<file path="config.mk">
export PLATFORM = sky130hd
export DESIGN_NAME = mem_stream_reader
export DESIGN_NICKNAME = d
export VERILOG_FILES = /design/src/rtl/mem_stream_pkg.sv /design/src/rtl/stream_fifo.sv /design/src/rtl/mem_stream_reader.sv
export SDC_FILE = /design/constraint.sdc
export NUM_CORES = 1
export LEC_CHECK = 0
export CORE_MARGIN = 1
export CORE_UTILIZATION = 30
export DETAILED_ROUTE_END_ITERATION = 8
export PLACE_DENSITY_LB_ADDON = 0.12
export SLEW_MARGIN = 30
export SYNTH_ARGS = -nofsm -noshare
export SYNTH_HDL_FRONTEND = slang
export SYNTH_SLANG_ARGS = --single-unit
export TNS_END_PERCENT = 20
</file>
<file path="constraint.sdc">
create_clock -name clk -period 2.65 [get_ports clk]
set_input_delay 0.795 -clock clk [delete_from_list [all_inputs] [get_ports clk]]
set_output_delay 0.795 -clock clk [all_outputs]
set_load 0.02 [all_outputs]
</file>
<file path="src/rtl/mem_stream_pkg.sv">
// Shared types and sizing helpers for the port-B streaming reader.
// Optional feature macro: MEM_STREAM_READER_LOOP_EN.
package mem_stream_pkg;

  localparam int DEF_ADDR_W     = 10;
  localparam int DEF_DATA_W     = 16;
  localparam int DEF_FIFO_DEPTH = 4;

  typedef enum logic [1:0] {
    IDLE,
    READ,
    DRAIN,
    DONE
  } state_t;

  // Occupancy counter width: must hold 0..depth inclusive.
  function automatic int cnt_w(input int depth);
    return $clog2(depth) + 1;
  endfunction

endpackage

</file>
<file path="src/rtl/stream_fifo.sv">
// Synchronous FIFO with show-ahead head output.
// Power-of-2 depth; async active-low reset clears storage.
module stream_fifo
  import mem_stream_pkg::*;
#(
  parameter int DATA_W = DEF_DATA_W,
  parameter int DEPTH  = DEF_FIFO_DEPTH
) (
  input  logic                      clk,
  input  logic                      reset,
  input  logic                      push,
  input  logic [DATA_W-1:0]         push_data,
  input  logic                      pop,
  output logic [DATA_W-1:0]         pop_data,
  output logic                      full,
  output logic                      empty,
  output logic [cnt_w(DEPTH)-1:0]   count
);

  localparam int PTR_W = $clog2(DEPTH);
  localparam int CNT_W = cnt_w(DEPTH);
  localparam logic [CNT_W-1:0] FULL_C = CNT_W'(DEPTH);

  logic [DATA_W-1:0] mem_q [DEPTH];
  logic [DATA_W-1:0] mem_d [DEPTH];
  logic [PTR_W-1:0]  wr_q, wr_d;
  logic [PTR_W-1:0]  rd_q, rd_d;
  logic [CNT_W-1:0]  cnt_q, cnt_d;
  logic              push_ok, pop_ok;

  assign pop_ok  = pop && (cnt_q != '0);
  assign push_ok = push && ((cnt_q != FULL_C) || pop_ok);

  always_comb begin
    mem_d = mem_q;
    wr_d  = wr_q;
    rd_d  = rd_q;
    cnt_d = cnt_q;
    if (push_ok) begin
      mem_d[wr_q] = push_data;
      wr_d        = wr_q + 1'b1;
    end
    if (pop_ok) begin
      rd_d = rd_q + 1'b1;
    end
    if (push_ok && !pop_ok) begin
      cnt_d = cnt_q + 1'b1;
    end else if (pop_ok && !push_ok) begin
      cnt_d = cnt_q - 1'b1;
    end
  end

  always_ff @(posedge clk or negedge reset) begin
    if (!reset) begin
      mem_q <= '{default: '0};
      wr_q  <= '0;
      rd_q  <= '0;
      cnt_q <= '0;
    end else begin
      mem_q <= mem_d;
      wr_q  <= wr_d;
      rd_q  <= rd_d;
      cnt_q <= cnt_d;
    end
  end

  assign pop_data = mem_q[rd_q];
  assign full     = (cnt_q == FULL_C);
  assign empty    = (cnt_q == '0);
  assign count    = cnt_q;

endmodule

</file>
<file path="src/rtl/mem_stream_reader.sv">
// Streams `length` words from memory port B onto a valid/ready output.
// MEM_STREAM_READER_LOOP_EN adds a `loop` input for repeated passes.
module mem_stream_reader
  import mem_stream_pkg::*;
#(
  parameter int ADDR_W     = DEF_ADDR_W,
  parameter int DATA_W     = DEF_DATA_W,
  parameter int FIFO_DEPTH = DEF_FIFO_DEPTH
) (
  input  logic              clk,
  input  logic              reset,
  input  logic              start,
  input  logic [ADDR_W-1:0] base_addr,
  input  logic [ADDR_W:0]   length,
`ifdef MEM_STREAM_READER_LOOP_EN
  input  logic              loop,
`endif
  output logic [ADDR_W-1:0] addr_b,
  input  logic [DATA_W-1:0] data_b,
  output logic [DATA_W-1:0] out_data,
  output logic              out_valid,
  input  logic              out_ready,
  output logic              busy,
  output logic              done
);

  localparam int CNT_W = cnt_w(FIFO_DEPTH);
  localparam logic [CNT_W:0]   DEPTH_C = (CNT_W+1)'(FIFO_DEPTH);
  localparam logic [CNT_W-1:0] ONE_C   = CNT_W'(1);
  localparam logic [ADDR_W:0]  LEN1_C  = (ADDR_W+1)'(1);

  state_t            state_q, state_d;
  logic [ADDR_W-1:0] addr_q, addr_d;
  logic [ADDR_W:0]   rem_q, rem_d;
  logic              inflight_q, inflight_d;
  logic [CNT_W-1:0]  fifo_count;
  logic [CNT_W:0]    occ;
  logic              fifo_full, fifo_empty;
  logic              accept, issue, last_rd, wrap_rd;
  logic              pop, last_pop, pass_done;

  assign accept = (state_q == IDLE) && start;
  assign pop    = out_valid && out_ready;

  // Reserve a slot for the word still in flight so the FIFO never overflows.
  assign occ     = {1'b0, fifo_count} + {{CNT_W{1'b0}}, inflight_q};
  assign issue   = (state_q == READ) && (rem_q != '0) && !fifo_full
                && (occ < DEPTH_C);
  assign last_rd = issue && (rem_q == LEN1_C);

  assign last_pop = pop && !inflight_q && (fifo_count == ONE_C);

`ifdef MEM_STREAM_READER_LOOP_EN
  logic              loop_q, loop_d;
  logic [ADDR_W-1:0] base_q, base_d;
  logic [ADDR_W:0]   len_q, len_d;
  logic [ADDR_W:0]   pcnt_q, pcnt_d;
  logic              pass_q, pass_d;

  assign wrap_rd   = last_rd && loop_q && loop;
  assign pass_done = pass_q;

  // Accepted-word count within a pass drives the per-pass done pulse.
  always_comb begin
    loop_d = loop_q;
    base_d = base_q;
    len_d  = len_q;
    pcnt_d = pcnt_q;
    pass_d = pop && (pcnt_q == len_q - 1'b1);
    if (accept) begin
      loop_d = loop;
      base_d = base_addr;
      len_d  = length;
      pcnt_d = '0;
    end else if (pop) begin
      pcnt_d = pass_d ? '0 : pcnt_q + 1'b1;
    end
  end

  always_ff @(posedge clk or negedge reset) begin
    if (!reset) begin
      loop_q <= 1'b0;
      base_q <= '0;
      len_q  <= '0;
      pcnt_q <= '0;
      pass_q <= 1'b0;
    end else begin
      loop_q <= loop_d;
      base_q <= base_d;
      len_q  <= len_d;
      pcnt_q <= pcnt_d;
      pass_q <= pass_d;
    end
  end
`else
  assign wrap_rd   = 1'b0;
  assign pass_done = 1'b0;
`endif

  always_ff @(posedge clk or negedge reset) begin
    if (!reset) begin
      state_q    <= IDLE;
      addr_q     <= '0;
      rem_q      <= '0;
      inflight_q <= 1'b0;
    end else begin
      state_q    <= state_d;
      addr_q     <= addr_d;
      rem_q      <= rem_d;
      inflight_q <= inflight_d;
    end
  end

  always_comb begin
    state_d = state_q;
    unique case (state_q)
      IDLE:  if (start) state_d = (length == '0) ? DONE : READ;
      READ:  if (last_rd && !wrap_rd) state_d = DRAIN;
      DRAIN: if (last_pop) state_d = DONE;
      DONE:  state_d = IDLE;
    endcase
  end

  always_comb begin
    addr_d     = addr_q;
    rem_d      = rem_q;
    inflight_d = issue;
    if (accept && (length != '0)) begin
      addr_d = base_addr;
      rem_d  = length;
    end else if (issue) begin
      addr_d = addr_q + 1'b1;
      rem_d  = rem_q - 1'b1;
`ifdef MEM_STREAM_READER_LOOP_EN
      if (wrap_rd) begin
        addr_d = base_q;
        rem_d  = len_q;
      end
`endif
    end
  end

  always_comb begin
    busy = (state_q == READ) || (state_q == DRAIN);
    done = (state_q == DONE) || pass_done;
  end

  assign addr_b    = addr_q;
  assign out_valid = !fifo_empty;

  stream_fifo #(
    .DATA_W (DATA_W),
    .DEPTH  (FIFO_DEPTH)
  ) u_fifo (
    .clk       (clk),
    .reset     (reset),
    .push      (inflight_q),
    .push_data (data_b),
    .pop       (pop),
    .pop_data  (out_data),
    .full      (fifo_full),
    .empty     (fifo_empty),
    .count     (fifo_count)
  );

endmodule

</file>
==> flow_summary.ini <==
[flow_run]
cap_violations = 0

[die]
die_height_um = 127
core-area_sq_um = 15200
ios = 70
start_util_pct = 30.8
fp.dieW_um = 127
dieArea_sq_um = 16100
rows = 45

[clock_network]
postCtsSetupRepairBufs = 0
cts_buffers = 9
cts_tree = yes
cts_root_buffer = clkbuf_16
cts.sinks = 95
path_clk_slew_ns = 0.07
clockBufferDepth = 2
insertion_delay_ns = 0.35
htreeDepth = 3

[logic_synthesis]
synth_seq_cells = 95
syn-cell-area_sq_um = 4680
async_flop_share_pct = 100
yosys_warnings = 0
ys_types = 38
synth_nets = 419
synth_top_area_share_pct = 50.8
yosysSeqAreaShare_pct = 50.8
syn_area_per_cell_sq_um = 13.0
synthCells = 360
synthTopCellsByArea = dfrtp_1, mux2_2, mux4_2, ha_1, xnor2_1
synthFlopType = dfrtp_1
netlist.top_cell.by_area = dfrtp_1
synth_edf_count = 0

[pwr]
power.density_nw_per_um2 = 1250
p_leak_uw = 0.00252
irDropWorstVdd_v = 0.000405
p_total_uw = 7570

[global_routing]
grt_usage_pct = 13.7
overflow = 0
antenna_found_initial = 0
grt_pass1_wl_um = 16700
grt_max_degree = 47
grt_pass1_vias = 3249

[finish]
diodes = 0
final_common_cell = dfrtp_1
final_cell_mix = dfrtp_1, mux2_2, clkdlybuf4s50_1
final.fill_count = 1489
syn_to_final_growth_pct = 29.5
num-nets-final = 502
drive_gt1_share_pct = 28.6

[worst_setup_path]
critPathArrivalTime_ns = 1.79
required_ns = 1.86
end_kind = primary output
path_class = flop to primary output
critPathMaxFanout = 5
start_kind = flop

[sta]
worst_slack_ns = 0.0605
hold_viol = 0
setup_viol = 0
whs_ns = 0.450
slew_viol_final = 0
max-slew-margin-rel_pct = 57.4
fin_crit_sh_pct = 97.7
tightest_slew_ns = 0.639
rsz0062_at_grt = true
clock.fmax_mhz = 386
period_needed_ns = 2.59
skew_ns = 0.0116

[drt]
avgRoutedWirePerCell_um = 15.9
firstDrtPassIters = 7
remaining_drc_errors = 0
vias = 3111
wirelength_um = 10100
drt_iter0_markers = 110
viasPerCell = 4.89
postRouteAntennaNets = 0

[place]
gp_congestion = 0.781
io_buffers = 69
place_hpwl_um = 7140
place_ws_ns = 0.0908

[min_path]
hold_path.class = input port to asynchronous set/reset pin

[outcome]
outcome = completed
==> sequential cells by signal (all words and copies together) (netlist names) <==
signal / flops
u_fifo.rd_q: 2
u_fifo.count: 3
rem_q: 11
u_fifo.wr_q: 2
inflight_q: 1
addr_b: 10
u_fifo.mem_q: 64
state_q: 2
==> critical path, cell delays in order, from the launching register on <==
cell,delay (ns)
dfrtp_2,0.45
clkbuf_16,0.18
mux4_2,0.50
clkdlybuf4s15_1,0.30
==> where the power goes <==
group          internal, uW  switching [uW]  leakage (uW)
Clock                   842             580      0.000163
Combinational          1870            1590       0.00121
Sequential             2180             513       0.00115
==> synthesized netlist by cell type, types with 4 or more instances <==
| library cell | n |
|---|---|
| dfrtp_1 | 95 |
| mux2_2 | 65 |
| nand2_1 | 26 |
| ha_1 | 18 |
| mux4_2 | 16 |
| o21ai_0 | 15 |
| xnor2_1 | 15 |
| nor2_1 | 12 |
| nand3_1 | 11 |
| inv_1 | 10 |
| buf_2 | 8 |
| nor3_1 | 8 |
| a21oi_1 | 6 |
| clkbuf_1 | 6 |
| xor2_1 | 6 |
| nand4_1 | 5 |
| mux2i_1 | 4 |
| or4_1 | 4 |
==> cell type report <==
class                      count  area, sq um  area share (%)
clock buffer                   9          225            3.72
clock inverter                 7          103            1.69
inverter                      10         37.5           0.620
multi-input combinational    238         2170            35.9
sequential                    95         2380            39.3
tap                          188          235            3.88
timing repair buffer          89          905            14.9
==> per-stage QoR <==
step | instance area (sq um) | util [%] | TNS (ns) | instances
6_report | 6060 | 39.8 | 0 | 636
5_1_grt | 6060 | 39.8 | -0.00293 | 636
4_1_cts | 6020 | 39.6 | 0 | 635
3_5_place_dp | 5720 | 37.6 | 0 | 619
3_3_place_gp | 5720 | 37.6 | 0 | 619
2_1_floorplan | 4680 | - | 0 | 360
==> path summary, 6_finish.rpt <==
check | end | cells past startpoint | slack (ns) | startpoint
worst max-delay path | out_data[2] | 3 | 0.06 | u_fifo.rd_q[0]
worst min-delay path | u_fifo.mem_q[48] | 1 | 0.45 | reset
worst max register to register | rem_q[1] | 5 | 0.69 | rem_q[6]
worst min register to register | u_fifo.mem_q[22] | 1 | 0.50 | u_fifo.mem_q[22]
max in group asynchronous | u_fifo.mem_q[9] | 2 | 1.58 | reset
min in group clk | u_fifo.mem_q[22] | 1 | 0.50 | u_fifo.mem_q[22]
==> per-layer routing <==
metal | vias to the layer above | part of all wire (%) | global-route usage (%)
li1 | 1469 | - | -
met1 | 1556 | 45 | 16.5
met2 | 74 | 50 | 23.4
met3 | 12 | 4.2 | 4.05
met4 | 0 | 1.2 | 4.13
met5 | - | 0 | 0
==> cells by family (layout without fill, tap and decap cells) <==
family / after synthesis / in the layout / synth area share (%)
xor+xnor: 21 / 21 / 3.93
mux: 85 / 85 / 24.2
fa+ha+maj: 18 / 18 / 4.82
flops: 95 / 95 / 50.8
compound gates: 31 / 31 / 3.85
simple gates: 83 / 83 / 9.63
buf+inv: 27 / 115 / 2.73
==> what timing repair did <==
item / 4_1_cts / 5_1_grt
hold buffers: 0 / 0
setup endpoints to repair: 17 / 13
pin swaps: 0 / 0
gates cloned: 0 / 1
gates resized for setup: 17 / 20
Power figures use the tool's default switching activity.
